<file path="src/rtl/hazard_stall_unit_if.sv">
// Hazard/stall interface: pipeline status into the stall unit, hold and
// bubble controls plus the stall statistic back out.
`timescale 1ns/1ps
interface hazard_stall_unit_if #(
    parameter int CNT_W = 8
);
    logic             IF_ID_valid;
    logic [3:0]       IF_ID_op1;
    logic [3:0]       IF_ID_op2;
    logic [3:0]       ID_EX_op1;
    logic             ID_EX_memRead;
    logic             ID_EX_multiCycle;
    logic             pc_hold;
    logic             if_id_hold;
    logic             id_ex_hold;
    logic             id_ex_bubble;
    logic             ex_mem_bubble;
    logic             mc_busy;
    logic [CNT_W-1:0] stall_cycles;

    // Pipeline side: supplies stage status, consumes the controls.
    modport master (
        output IF_ID_valid, IF_ID_op1, IF_ID_op2, ID_EX_op1,
               ID_EX_memRead, ID_EX_multiCycle,
        input  pc_hold, if_id_hold, id_ex_hold, id_ex_bubble,
               ex_mem_bubble, mc_busy, stall_cycles
    );

    // Stall unit side.
    modport slave (
        input  IF_ID_valid, IF_ID_op1, IF_ID_op2, ID_EX_op1,
               ID_EX_memRead, ID_EX_multiCycle,
        output pc_hold, if_id_hold, id_ex_hold, id_ex_bubble,
               ex_mem_bubble, mc_busy, stall_cycles
    );
endinterface

</file>
<file path="src/rtl/hazard_stall_unit.sv">
// ID-stage hazard stall unit. Holds the front of the pipeline for load-use
// hazards (one cycle, bubble into ID/EX) and for multi-cycle EX ops
// (MC_LAT-1 cycles, bubble into EX/MEM). All controls are combinational so
// the stall lands in the cycle the hazard is seen.
//
//   state | meaning
//   IDLE  | no multi-cycle op in EX; load-use checked every cycle
//   BUSY  | multi-cycle op in EX; cnt counts down to the release cycle
`timescale 1ns/1ps
module hazard_stall_unit #(
    parameter int MC_LAT = 4,
    parameter int CNT_W  = 8
) (
    input  logic                 clk,
    input  logic                 rst,
    hazard_stall_unit_if.slave   hz
);
    localparam int CW = $clog2(MC_LAT) + 1;

    typedef enum logic {IDLE, BUSY} state_t;

    state_t           state, state_nx;
    logic [CW-1:0]    cnt, cnt_nx;
    logic [CNT_W-1:0] stall_q;

    logic mc_start;
    logic busy_hold;
    logic load_use;
    logic src_match;
    logic pc_hold;
    logic if_id_hold;
    logic id_ex_hold;
    logic id_ex_bubble;
    logic ex_mem_bubble;
    logic mc_busy;

    // State, countdown and saturating stall statistic; reset aborts any stall.
    always_ff @(posedge clk) begin
        if (!rst) begin
            state   <= IDLE;
            cnt     <= '0;
            stall_q <= '0;
        end else begin
            state <= state_nx;
            cnt   <= cnt_nx;
            if (pc_hold && (stall_q != {CNT_W{1'b1}}))
                stall_q <= stall_q + CNT_W'(1);
        end
    end

    // Hazard detection, control outputs and next state. The release cycle
    // (BUSY, cnt==1) holds nothing, so a still-high multiCycle there cannot
    // retrigger; the next op starts from IDLE one cycle later.
    always_comb begin
        state_nx      = state;
        cnt_nx        = cnt;
        mc_start      = 1'b0;
        busy_hold     = 1'b0;
        load_use      = 1'b0;
        pc_hold       = 1'b0;
        if_id_hold    = 1'b0;
        id_ex_hold    = 1'b0;
        id_ex_bubble  = 1'b0;
        ex_mem_bubble = 1'b0;
        mc_busy       = 1'b0;
        src_match     = (hz.ID_EX_op1 == hz.IF_ID_op1) ||
                        (hz.ID_EX_op1 == hz.IF_ID_op2);

        if (rst) begin
            mc_start  = (state == IDLE) && hz.ID_EX_multiCycle;
            busy_hold = (state == BUSY) && (cnt > CW'(1));
            load_use  = !mc_start && !busy_hold && hz.IF_ID_valid &&
                        hz.ID_EX_memRead && (hz.ID_EX_op1 != 4'd0) && src_match;

            pc_hold       = mc_start || busy_hold || load_use;
            if_id_hold    = mc_start || busy_hold || load_use;
            id_ex_hold    = mc_start || busy_hold;
            ex_mem_bubble = mc_start || busy_hold;
            mc_busy       = mc_start || busy_hold;
            id_ex_bubble  = load_use;
        end

        case (state)
            IDLE: begin
                if (mc_start) begin
                    state_nx = BUSY;
                    cnt_nx   = CW'(MC_LAT - 1);
                end
            end
            BUSY: begin
                if (cnt > CW'(1)) begin
                    cnt_nx = cnt - CW'(1);
                end else begin
                    state_nx = IDLE;
                    cnt_nx   = '0;
                end
            end
            default: begin
                state_nx = IDLE;
                cnt_nx   = '0;
            end
        endcase
    end

    assign hz.pc_hold       = pc_hold;
    assign hz.if_id_hold    = if_id_hold;
    assign hz.id_ex_hold    = id_ex_hold;
    assign hz.id_ex_bubble  = id_ex_bubble;
    assign hz.ex_mem_bubble = ex_mem_bubble;
    assign hz.mc_busy       = mc_busy;
    assign hz.stall_cycles  = stall_q;
endmodule

</file>
<file path="src/flat_wrapper.sv">
// flat-port wrapper written by rule: the top's interface ports become plain ports
module hazard_stall_unit_flat 
#(
    parameter int MC_LAT = 4,
    parameter int CNT_W  = 8
)
  (clk, rst, hz_IF_ID_valid, hz_IF_ID_op1, hz_IF_ID_op2, hz_ID_EX_op1, hz_ID_EX_memRead, hz_ID_EX_multiCycle, hz_pc_hold, hz_if_id_hold, hz_id_ex_hold, hz_id_ex_bubble, hz_ex_mem_bubble, hz_mc_busy, hz_stall_cycles);
  hazard_stall_unit_if #(.CNT_W(CNT_W)) hz_i ();
  input  logic clk;
  input  logic rst;
  input wire logic [$bits(hz_i.IF_ID_valid)-1:0] hz_IF_ID_valid;
  input wire logic [$bits(hz_i.IF_ID_op1)-1:0] hz_IF_ID_op1;
  input wire logic [$bits(hz_i.IF_ID_op2)-1:0] hz_IF_ID_op2;
  input wire logic [$bits(hz_i.ID_EX_op1)-1:0] hz_ID_EX_op1;
  input wire logic [$bits(hz_i.ID_EX_memRead)-1:0] hz_ID_EX_memRead;
  input wire logic [$bits(hz_i.ID_EX_multiCycle)-1:0] hz_ID_EX_multiCycle;
  output wire logic [$bits(hz_i.pc_hold)-1:0] hz_pc_hold;
  output wire logic [$bits(hz_i.if_id_hold)-1:0] hz_if_id_hold;
  output wire logic [$bits(hz_i.id_ex_hold)-1:0] hz_id_ex_hold;
  output wire logic [$bits(hz_i.id_ex_bubble)-1:0] hz_id_ex_bubble;
  output wire logic [$bits(hz_i.ex_mem_bubble)-1:0] hz_ex_mem_bubble;
  output wire logic [$bits(hz_i.mc_busy)-1:0] hz_mc_busy;
  output wire logic [$bits(hz_i.stall_cycles)-1:0] hz_stall_cycles;
  assign hz_i.IF_ID_valid = hz_IF_ID_valid;
  assign hz_i.IF_ID_op1 = hz_IF_ID_op1;
  assign hz_i.IF_ID_op2 = hz_IF_ID_op2;
  assign hz_i.ID_EX_op1 = hz_ID_EX_op1;
  assign hz_i.ID_EX_memRead = hz_ID_EX_memRead;
  assign hz_i.ID_EX_multiCycle = hz_ID_EX_multiCycle;
  assign hz_pc_hold = hz_i.pc_hold;
  assign hz_if_id_hold = hz_i.if_id_hold;
  assign hz_id_ex_hold = hz_i.id_ex_hold;
  assign hz_id_ex_bubble = hz_i.id_ex_bubble;
  assign hz_ex_mem_bubble = hz_i.ex_mem_bubble;
  assign hz_mc_busy = hz_i.mc_busy;
  assign hz_stall_cycles = hz_i.stall_cycles;
  hazard_stall_unit #(.MC_LAT(MC_LAT), .CNT_W(CNT_W)) u_core (.clk(clk), .rst(rst), .hz(hz_i));
endmodule
</file>
<file path="config.mk">
export PLATFORM = sky130hd
export DESIGN_NAME = hazard_stall_unit_flat
export DESIGN_NICKNAME = d
export VERILOG_FILES = /design/src/rtl/hazard_stall_unit_if.sv /design/src/rtl/hazard_stall_unit.sv /design/src/flat_wrapper.sv
export SDC_FILE = /design/constraint.sdc
export NUM_CORES = 1
export LEC_CHECK = 0
export CORE_ASPECT_RATIO = 1.2
export CORE_MARGIN = 2
export CORE_UTILIZATION = 30
export CTS_BUF_LIST = sky130_fd_sc_hd__clkbuf_8
export CTS_CLUSTER_SIZE = 12
export DETAILED_ROUTE_END_ITERATION = 10
export PLACE_DENSITY_LB_ADDON = 0.25
export SKIP_CTS_REPAIR_TIMING = 1
export SYNTH_ARGS = -nofsm -noshare
export SYNTH_HDL_FRONTEND = slang
export SYNTH_SLANG_ARGS = --single-unit
</file>
<file path="constraint.sdc">
create_clock -name clk -period 2.4 [get_ports clk]
set_input_delay 0.48 -clock clk [delete_from_list [all_inputs] [get_ports clk]]
set_output_delay 0.48 -clock clk [all_outputs]
set_load 0.02 [all_outputs]
</file>
==> summary.txt, run 1 <==
Worst setup path
  • Worst path depth: 7
  • Critical Path Max Stage Delay: 0.41 ns
  • Crit start category: primary input
  • CP Data Arrival Time: 1.80 ns
  • Crit path max fanout: 2
  • Critical path's slowest cell: clkdlybuf4s50_1
  • Critical-path cell list: clkdlybuf4s50_1, xor2_1, nor4_2, o21ai_1, o21ba_2, inv_2, buf_6
  • Worst Path Buf+Inv: 3
  • Delay-heaviest family, CP: buffers and inverters
  • Required time of the critical path: roughly 1.9 ns
  • R2R depth: 9
  • Crit. End Element: primary output
  • Worst setup path category: primary input to primary output

Route
  • Drt drc: 0
  • Via count: 797
  • DR WL/cell: 11.5 um
  • Iter 0 DRT Violations: 6
  • Pre-antenna DRT Iters: 2
  • Final ANT Viol Nets: 0
  • WL final: roughly 1900 um
  • Vias per cell: slightly below 5

STA
  • RSZ-0062 raised after global routing: true
  • Worst slew pin tran: 0.609 ns
  • Final period util: 0.952
  • Slew Limit Fails: 0
  • Setup TNS: 0 ns
  • Setup violations, final: 0
  • Fmax: 0.438 GHz
  • Setup Skew: 0.00145 ns
  • Final hold violations: 0
  • Hold slack: 0.506 ns
  • Relative slew slack: 0.592
  • Fin crit period: approximately 2.3 ns

Yosys
  • Unique masters post-synth: 40
  • Syn Nets: 111
  • Synth Register Bits: 12
  • Synth Area in Compound Gates: 0.158
  • Synth top area cells: dfxtp_1, xor2_1, ha_1
  • Post-synth top area cell: dfxtp_1
  • Yosys synthesis warning count: 0
  • Mux contribution to synthesized area: 0.0369
  • Synth Area in Simple Gates: 0.308
  • Post-synth top area share: 0.295
  • Mean Syn Cell Area: 8.94 um^2
  • Post-Synthesis Cells: 91
  • Adder-cell share of the synthesized area: 0.0462
  • Post-Synth XOR/XNOR Area: 0.0862
  • Seq/Total Area, Yosys: 0.295
  • Area of the mapped netlist: 813 um^2
  • Main combinational cell family by area after synthesis: simple AND/OR/NAND/NOR gates

Clock network
  • Clock tree root driver cell: clkbuf_8
  • CTS tree: done
  • Worst skew pair latency: 0.24 ns
  • Clock buffer depth: 2
  • # H-tree levels: 1
  • Clk slew on worst S/H paths: approximately 0.050 ns
  • Num CTS Buffers: 3
  • # clock sinks: 12

Global routing
  • Vias in the first global route: 744
  • Global route overflow: 0
  • First-pass GRT wire length: between 3000 and 4000 um
  • Largest net degree at the start of global routing: 14
  • Global Route Usage Sum: 0.134
  • Antenna violations before repair: 0

Power and ir drop
  • Total chip power: 0.626 mW
  • Leakage: 0.585 nW
  • Max VDD drop: 255 uV
  • Pwr/cell area: 491 nW/um^2

Layout
  • Area delta synth->final: 56.8%
  • Commonest non-fill, non-tap cells in the layout: clkdlybuf4s50_1, dlymetal6s2s_1, dfxtp_1, buf_4, xor2_1
  • Antenna Cells: 0
  • Share of layout cells above drive strength 1: 0.215
  • Fin area: 1270 um^2
  • Most common cell after layout, fill and taps aside: clkdlybuf4s50_1
  • Fill cell count: 259
  • # nets final: 151

Worst hold path
  • Hold Crit Class: register to register
  • Worst Hold Path Cells: 1

Die
  • Die Ht: 61.0 um
  • Row cnt: 20
  • Core area: 2550 um^2
  • I/O pin count: 31
  • Initial Util: 0.319
  • Die area: 3150 um^2
  • Die span in x: 51.5 um

Placement
  • Post-DP HPWL: between 1000 and 1500 um
  • IO Port Bufs: 30
  • Cell Area, Placed: about 1200 um^2
  • Routability cong.: between 0.7 and 0.8

Status
  • Status: completed

Flow run
  • Max_cap viols: 0
-- worst register-to-register path, delay by kind of cell, from the launching register on --
kind                     cells  cell delay [ns]
buffers and inverters        2             0.23
AO/OA/AOI/OAI                5             1.04
adder cells (fa/ha/maj)      1             0.17
AND/OR/NAND/NOR              1             0.17
flip-flops                   1             0.32
-- logic make-up (layout without fill, tap and decap cells) --
logic type | after synthesis | count (layout)
buffers and inverters | 10 | 49
xor gates and xnor gates | 8 | 8
adders and majority gates | 3 | 3
and+or+nand+nor | 38 | 38
muxes | 3 | 3
AOI/OAI and AO/OA | 17 | 17
DFF | 12 | 12
-- path summary, 6_finish.rpt --
path                                    end  slack [ns]                      start
setup / recovery              hz_if_id_hold        0.12            hz_IF_ID_op2[3]
setup reg to reg  u_core.hz.stall_cycles[3]        0.34              u_core.cnt[1]
hold / removal    u_core.hz.stall_cycles[5]        0.51  u_core.hz.stall_cycles[5]
hold reg to reg   u_core.hz.stall_cycles[5]        0.51  u_core.hz.stall_cycles[5]
-- area by class of cell --
| cell class | instances | area (um^2) | share of cell area |
|---|---|---|---|
| Clock buffer | 4 | 55.1 | 0.0432 |
| Tap cell | 33 | 41.3 | 0.0324 |
| Sequential cell | 12 | 240 | 0.188 |
| Multi-Input combinational cell | 69 | 517 | 0.405 |
| Timing Repair Buffer | 40 | 403 | 0.316 |
| Inverter | 5 | 18.8 | 0.0147 |
-- power by group --
group | switching (mW) | internal, mW
Sequential | 0.0120 | 0.211
Clock | 0.0766 | 0.145
Combinational | 0.0818 | 0.0994
Total | 0.170 | 0.456
-- metal layers --
metal	wire, um	global-route usage
met1	729	0.139
met2	969	0.242
met3	111	0.0243
met4	63	0.102
met5	0	0
-- through the flow --
stage / std cells / utilization / worst slack (ns)
finish: 163 / 0.500 / 0.116
global route: 163 / 0.500 / -0.00207
CTS: 163 / 0.489 / -0.521
detailed placement: 159 / 0.467 / -0.522
global placement: 159 / 0.467 / -0.471
floorplan: 91 / - / 0.0917
-- synthesized netlist by cell type --
master and number:
a21oi_1 1, dfxtp_1 12, o21ai_0 4, o21ba_2 1, clkbuf_1 1, nand2b_1 2
a21boi_0 1, nor2_1 6, o31ai_1 1, o311a_1 1, mux2i_1 3, ha_1 3
buf_4 3, nor2b_1 1, nand2_1 7, nor2_2 1, nor4_1 2, a31oi_2 1
xor2_1 8, and3b_1 1, o41ai_1 1, and2_2 1, a31oi_1 1, or4b_2 1
nand4_1 2, nor3_1 2, nor4_4 1, nand3_1 4, and2_1 2, and2_4 1
o21ai_1 1, o21bai_1 1, inv_1 5, buf_6 1, nor4_2 1, o311ai_0 2
or2b_1 1, nor4b_4 1, or3b_1 1, o221a_2 1
-- sequential cells by signal, indices dropped and copies added, names as in the netlist --
register	flops
u_core.hz.stall_cycles	8
u_core.cnt	3
u_core.state	1
Power figures use the tool's default switching activity.
==> inputs of run 2 (changes only) <==
--- a/config.mk
+++ b/config.mk
@@ -11,6 +11,7 @@
 export CTS_BUF_LIST = sky130_fd_sc_hd__clkbuf_8
 export CTS_CLUSTER_SIZE = 12
 export DETAILED_ROUTE_END_ITERATION = 10
+export MAX_ROUTING_LAYER = met4
 export PLACE_DENSITY_LB_ADDON = 0.25
 export SKIP_CTS_REPAIR_TIMING = 1
 export SYNTH_ARGS = -nofsm -noshare
==> summary.txt, run 2 (same netlist as run 1, synthesis figures left out) <==
Die
  • I/O pin count: 31 (unchanged)
  • Initial Util: 0.319 (unchanged)
  • Core area: 2550 um^2 (unchanged)
  • Die Ht: 61.0 um (unchanged)
  • Row cnt: 20 (unchanged)
  • Die span in x: 51.5 um (unchanged)
  • Die area: 3150 um^2 (unchanged)

Clock network
  • # clock sinks: 12 (unchanged)
  • Clock tree root driver cell: clkbuf_8
  • Worst skew pair latency: 0.25 ns (about the same)
  • Clk slew on worst S/H paths: 0.05 ns (about the same)
  • # H-tree levels: 1 (unchanged)
  • Num CTS Buffers: 3 (unchanged)
  • Clock buffer depth: 2 (unchanged)
  • CTS tree: done

STA
  • Setup violations, final: 0 (unchanged)
  • Slew Limit Fails: 0 (unchanged)
  • Setup TNS: 0 ns (unchanged)
  • Final period util: 0.952 (unchanged)
  • Fin crit period: 2.28 ns (unchanged)
  • Setup Skew: 0.00144 ns (-0.00000547 ns)
  • RSZ-0062 raised after global routing: true
  • Worst slew pin tran: 0.609 ns (+0.0000203 ns)
  • Relative slew slack: 0.592 (about the same)
  • Final hold violations: 0 (unchanged)
  • Fmax: 0.438 GHz (unchanged)
  • Final worst setup slack: 0.116 ns (unchanged)

Layout
  • Share of layout cells above drive strength 1: 0.215 (unchanged)
  • Fill cell count: 259 (unchanged)
  • # nets final: 151 (unchanged)
  • Most common cell after layout, fill and taps aside: clkdlybuf4s50_1
  • Largest register FFs: 8 (unchanged)
  • Commonest non-fill, non-tap cells in the layout: clkdlybuf4s50_1, dlymetal6s2s_1, dfxtp_1, buf_4, xor2_1
  • Antenna Cells: 0 (unchanged)
  • Area delta synth->final: 56.8% (unchanged)

Power and ir drop
  • Pwr/cell area: 492 nW/um^2 (+0.12%)
  • Total chip power: 0.627 mW (+0.12%)
  • Max VDD drop: 255 uV (about the same)
  • Leakage: 0.585 nW (unchanged)

Worst setup path
  • R2R depth: 9 (unchanged)
  • FF-to-FF setup slack: 0.34 ns (about the same)
  • Worst Path Buf+Inv: 3 (unchanged)
  • Critical path's slowest cell: clkdlybuf4s50_1
  • CP Data Arrival Time: 1.80 ns (about the same)
  • Reg-to-reg critical path endpoint: u_core.hz.stall_cycles[3]
  • Crit start category: primary input
  • Reg-to-reg critical path startpoint: u_core.cnt[1]
  • Critical Path Max Stage Delay: 0.41 ns (about the same)
  • Crit path max fanout: 2 (unchanged)
  • Delay-heaviest family, CP: buffers and inverters
  • Required time of the critical path: 1.92 ns (about the same)
  • Critical-path cell list: clkdlybuf4s50_1, xor2_1, nor4_2, o21ai_1, o21ba_2, inv_2, buf_6
  • Worst setup path category: primary input to primary output
  • Crit. End Element: primary output

Flow run
  • Max_cap viols: 0 (unchanged)

Route
  • Drt drc: 0 (unchanged)
  • Pre-antenna DRT Iters: 2 (unchanged)
  • DR WL met3: 93 um (-16%)
  • WL met1: 741 um (+1.6%)
  • Met2 Routed Length: 967 um (-0.21%)
  • DR top layer: met4
  • Iter 0 DRT Violations: 7 (+1)
  • Vias per cell: 4.90 (+0.13%)
  • Via count: 798 (+0.13%)
  • DR WL/cell: 11.5 um (-0.27%)
  • WL final: 1870 um (-0.27%)
  • Final ANT Viol Nets: 0 (unchanged)

Global routing
  • First-pass GRT wire length: 3110 um (+0.23%)
  • Global route overflow: 0 (unchanged)
  • Antenna violations before repair: 0 (unchanged)
  • Largest net degree at the start of global routing: 14 (unchanged)
  • Global Route Usage Sum: 0.139 (+0.00426)
  • Vias in the first global route: 743 (-0.13%)

Worst hold path
  • Worst Hold Path Cells: 1 (unchanged)
  • Hold Crit Class: register to register
  • Hold path start: u_core.hz.stall_cycles[5]
  • Hold Crit Endpoint: u_core.hz.stall_cycles[5]

Placement
  • Routability cong.: 0.708 (+1.1%)
  • Post-place setup slack: -0.522 ns (unchanged)
  • Post-DP HPWL: 1500 um (unchanged)
  • IO Port Bufs: 30 (unchanged)

Status
  • Status: completed
-- run 2: cell counts in the layout (fill, tap and decap cells not counted) --
No cell type changed its count.
-- run 2: how the worst max path moves through the flow --
stage,from,endpoint,cells after the start
3_3_place_gp,hz_ID_EX_op1[2],hz_pc_hold,7
3_5_place_dp,hz_ID_EX_op1[2],hz_if_id_hold,7
6_report,hz_IF_ID_op2[3],hz_if_id_hold,7
2_1_floorplan,u_core.cnt[1],hz_pc_hold,9
4_1_cts,hz_ID_EX_op1[2],hz_if_id_hold,7
5_1_grt,hz_IF_ID_op2[3],hz_if_id_hold,7
-- run 2: layout make-up --
cell class / count / area [um^2] / area share
Inverter: 5 / 18.8 / 0.0147
Tap cell: 33 / 41.3 / 0.0324
Clock buffer: 4 / 55.1 / 0.0432
Sequential cell: 12 / 240 / 0.188
Timing Repair Buffer: 40 / 403 / 0.316
Multi-Input combinational cell: 69 / 517 / 0.405
-- run 2: metal layers --
layer / up-vias / GRT usage
li1: 403 / -
met1: 361 / 0.142
met2: 28 / 0.242
met3: 6 / 0.0194
met4: 0 / 0.102
met5: - / -
-- run 2: report_power, final --
| group | internal, mW | switching, mW | leakage (nW) |
|---|---|---|---|
| clock network | 0.145 | 0.0772 | 0.0288 |
| registers | 0.211 | 0.0120 | 0.0979 |
| logic | 0.0994 | 0.0819 | 0.459 |
| total | 0.456 | 0.171 | 0.585 |
-- run 2: worst reg2reg max path: stages (launching register included) --
cell      delay (ns)
dfxtp_1         0.32
inv_1           0.06
ha_1            0.17
o21bai_1        0.18
a31oi_2         0.23
and2_4          0.17
o21ba_2         0.16
buf_4           0.17
o311ai_0        0.34
o41ai_1         0.13
-- run 2: metrics by stage --
stage	util	instance area (um^2)	hold slack, ns	cells
6_report	0.500	1270	0.506	163
5_1_grt	0.500	1270	0.539	163
4_1_cts	0.489	1250	0.514	163
3_5_place_dp	0.467	1190	0.501	159
3_3_place_gp	0.467	1190	0.501	159
2_1_floorplan	-	813	0.506	91
==> inputs of run 3 (changes only) <==
--- a/config.mk
+++ b/config.mk
@@ -11,6 +11,7 @@
 export CTS_BUF_LIST = sky130_fd_sc_hd__clkbuf_8
 export CTS_CLUSTER_SIZE = 12
 export DETAILED_ROUTE_END_ITERATION = 10
+export DONT_BUFFER_PORTS = 1
 export MAX_ROUTING_LAYER = met4
 export PLACE_DENSITY_LB_ADDON = 0.25
 export SKIP_CTS_REPAIR_TIMING = 1
==> summary.txt, run 3 (same netlist as run 1, synthesis figures left out) <==
Status
  • Status: completed

Layout
  • Antenna Cells: 0 (unchanged)
  • Core Util, Final: 0.367 (-0.133)
  • Most common cell after layout, fill and taps aside: dfxtp_1
  • Area delta synth->final: 15.1%
  • Commonest non-fill, non-tap cells in the layout: dfxtp_1, xor2_1, nand2_1, nor2_1
  • # nets final: 115 (-24%)
  • Largest register FFs: 8 (unchanged)
  • Fill cell count: 272 (+5.0%)
  • Share of layout cells above drive strength 1: 0.234 (+0.0187)

STA
  • Final hold violations: 0 (unchanged)
  • Fmax: 0.435 GHz (-0.56%)
  • Final period util: 0.957 (+0.00534)
  • Fin crit period: 2.30 ns (+0.0128 ns)
  • Setup Skew: 0.00264 ns (+0.00120 ns)
  • Slew Limit Fails: 0 (unchanged)
  • Relative slew slack: 0.590 (-0.00176)
  • Worst slew pin tran: 0.612 ns (+0.00263 ns)
  • Setup TNS: 0 ns (unchanged)
  • Setup violations, final: 0 (unchanged)

Placement
  • Post-DP HPWL: 1250 um (-16%)
  • Routability cong.: 0.711 (+0.34%)
  • IO Port Bufs: 0 (-100%)

Global routing
  • Vias in the first global route: 628 (-15%)
  • Antenna violations before repair: 0 (unchanged)
  • Global Route Usage Sum: 0.119 (-0.0197)
  • Largest net degree at the start of global routing: 16 (+2)
  • First-pass GRT wire length: 2700 um (-13%)
  • Global route overflow: 0 (unchanged)

Die
  • Initial Util: 0.319 (unchanged)
  • Row cnt: 20 (unchanged)
  • Die span in x: 51.5 um (unchanged)
  • Core area: 2550 um^2 (unchanged)
  • Die area: 3150 um^2 (unchanged)
  • I/O pin count: 31 (unchanged)
  • Die Ht: 61.0 um (unchanged)

Route
  • Vias per cell: 5.12 (+4.5%)
  • Final ANT Viol Nets: 0 (unchanged)
  • WL final: 1610 um (-14%)
  • DR WL/cell: 12.7 um (+11%)
  • Iter 0 DRT Violations: 20 (+13)
  • Via count: 650 (-19%)
  • Drt drc: 0 (unchanged)
  • Pre-antenna DRT Iters: 4 (+2)

Power and ir drop
  • Max VDD drop: 473 uV (+85%)
  • Leakage: 0.328 nW (-44%)
  • Pwr/cell area: 601 nW/um^2 (+22%)

Worst setup path
  • Crit. End Element: primary output
  • Reg-to-reg critical path startpoint: u_core.cnt[1]
  • Crit start category: register
  • FF-to-FF setup slack: 0.43 ns (+0.09 ns)
  • Reg-to-reg critical path endpoint: u_core.hz.stall_cycles[1]
  • CP Data Arrival Time: 1.82 ns (+0.02 ns)
  • Worst setup path category: register to primary output
  • R2R depth: 8 (-1)
  • Crit path max fanout: 11 (+9)
  • Required time of the critical path: 1.92 ns (about the same)

Clock network
  • Clock tree root driver cell: clkbuf_8
  • Clk slew on worst S/H paths: 0.05 ns (about the same)
  • # H-tree levels: 1 (unchanged)
  • CTS tree: done
  • Clock buffer depth: 2 (unchanged)
  • Num CTS Buffers: 3 (unchanged)
  • Worst skew pair latency: 0.24 ns (about the same)
  • # clock sinks: 12 (unchanged)

Worst hold path
  • Worst Hold Path Cells: 1 (unchanged)
  • Hold path start: rst
  • Hold Crit Endpoint: u_core.cnt[0]
  • Hold Crit Class: primary input to register

Flow run
  • Max_cap viols: 0 (unchanged)
[run 3: layout make-up]
class	instances	area, um^2	share of cell area
well taps	33	41.3	0.0441
repair buffers	4	42.5	0.0455
multi-input cells	69	536	0.572
flip-flops and latches	12	243	0.259
inverters	5	18.8	0.0201
clock buffers	4	55.1	0.0588
[run 3: report_power, final]
group / switching [mW] / leakage [nW] / internal, mW
clock: 0.0733 / 0.0288 / 0.145
combinational: 0.0578 / 0.201 / 0.0541
sequential: 0.0209 / 0.0984 / 0.212
[run 3: worst max-delay path by stage]
| stage | to | cells after the start | slack, ns | start |
|---|---|---|---|---|
| detailed placement | hz_pc_hold | 8 | 0.17 | u_core.cnt[1] |
| global placement | hz_pc_hold | 7 | 0.23 | u_core.cnt[0] |
| global route | hz_pc_hold | 8 | -0.005 | u_core.cnt[1] |
| finish | hz_pc_hold | 8 | 0.10 | u_core.cnt[1] |
| floorplan | hz_pc_hold | 9 | 0.09 | u_core.cnt[1] |
| CTS | hz_pc_hold | 8 | -0.1 | u_core.cnt[1] |
[run 3: stage by stage]
step                cells  power (mW)  worst slack [ns]  cell area [um^2]  hold slack, ns
floorplan              91       0.324            0.0917               813           0.506
global placement      122       0.334             0.235               852           0.526
detailed placement    122       0.337             0.174               852           0.525
CTS                   126       0.560           -0.0952               907           0.361
global route          127       0.599          -0.00477               936           0.370
finish                127       0.563             0.103               936           0.371
[run 3: critical path, stage by stage, from the launching register on]
cell      delay (ns)
dfxtp_2         0.34
inv_1           0.06
ha_1            0.17
o21bai_2        0.22
a31oi_4         0.20
and2_4          0.18
o21ba_4         0.20
inv_2           0.08
buf_12          0.12
[run 3: layer usage]
layer | GRT usage | vias up | wire, um
li1 | - | 330 | -
met1 | 0.133 | 289 | 682
met2 | 0.192 | 29 | 785
met3 | 0.0534 | 2 | 126
met4 | 0.0338 | 0 | 20
met5 | - | - | 0
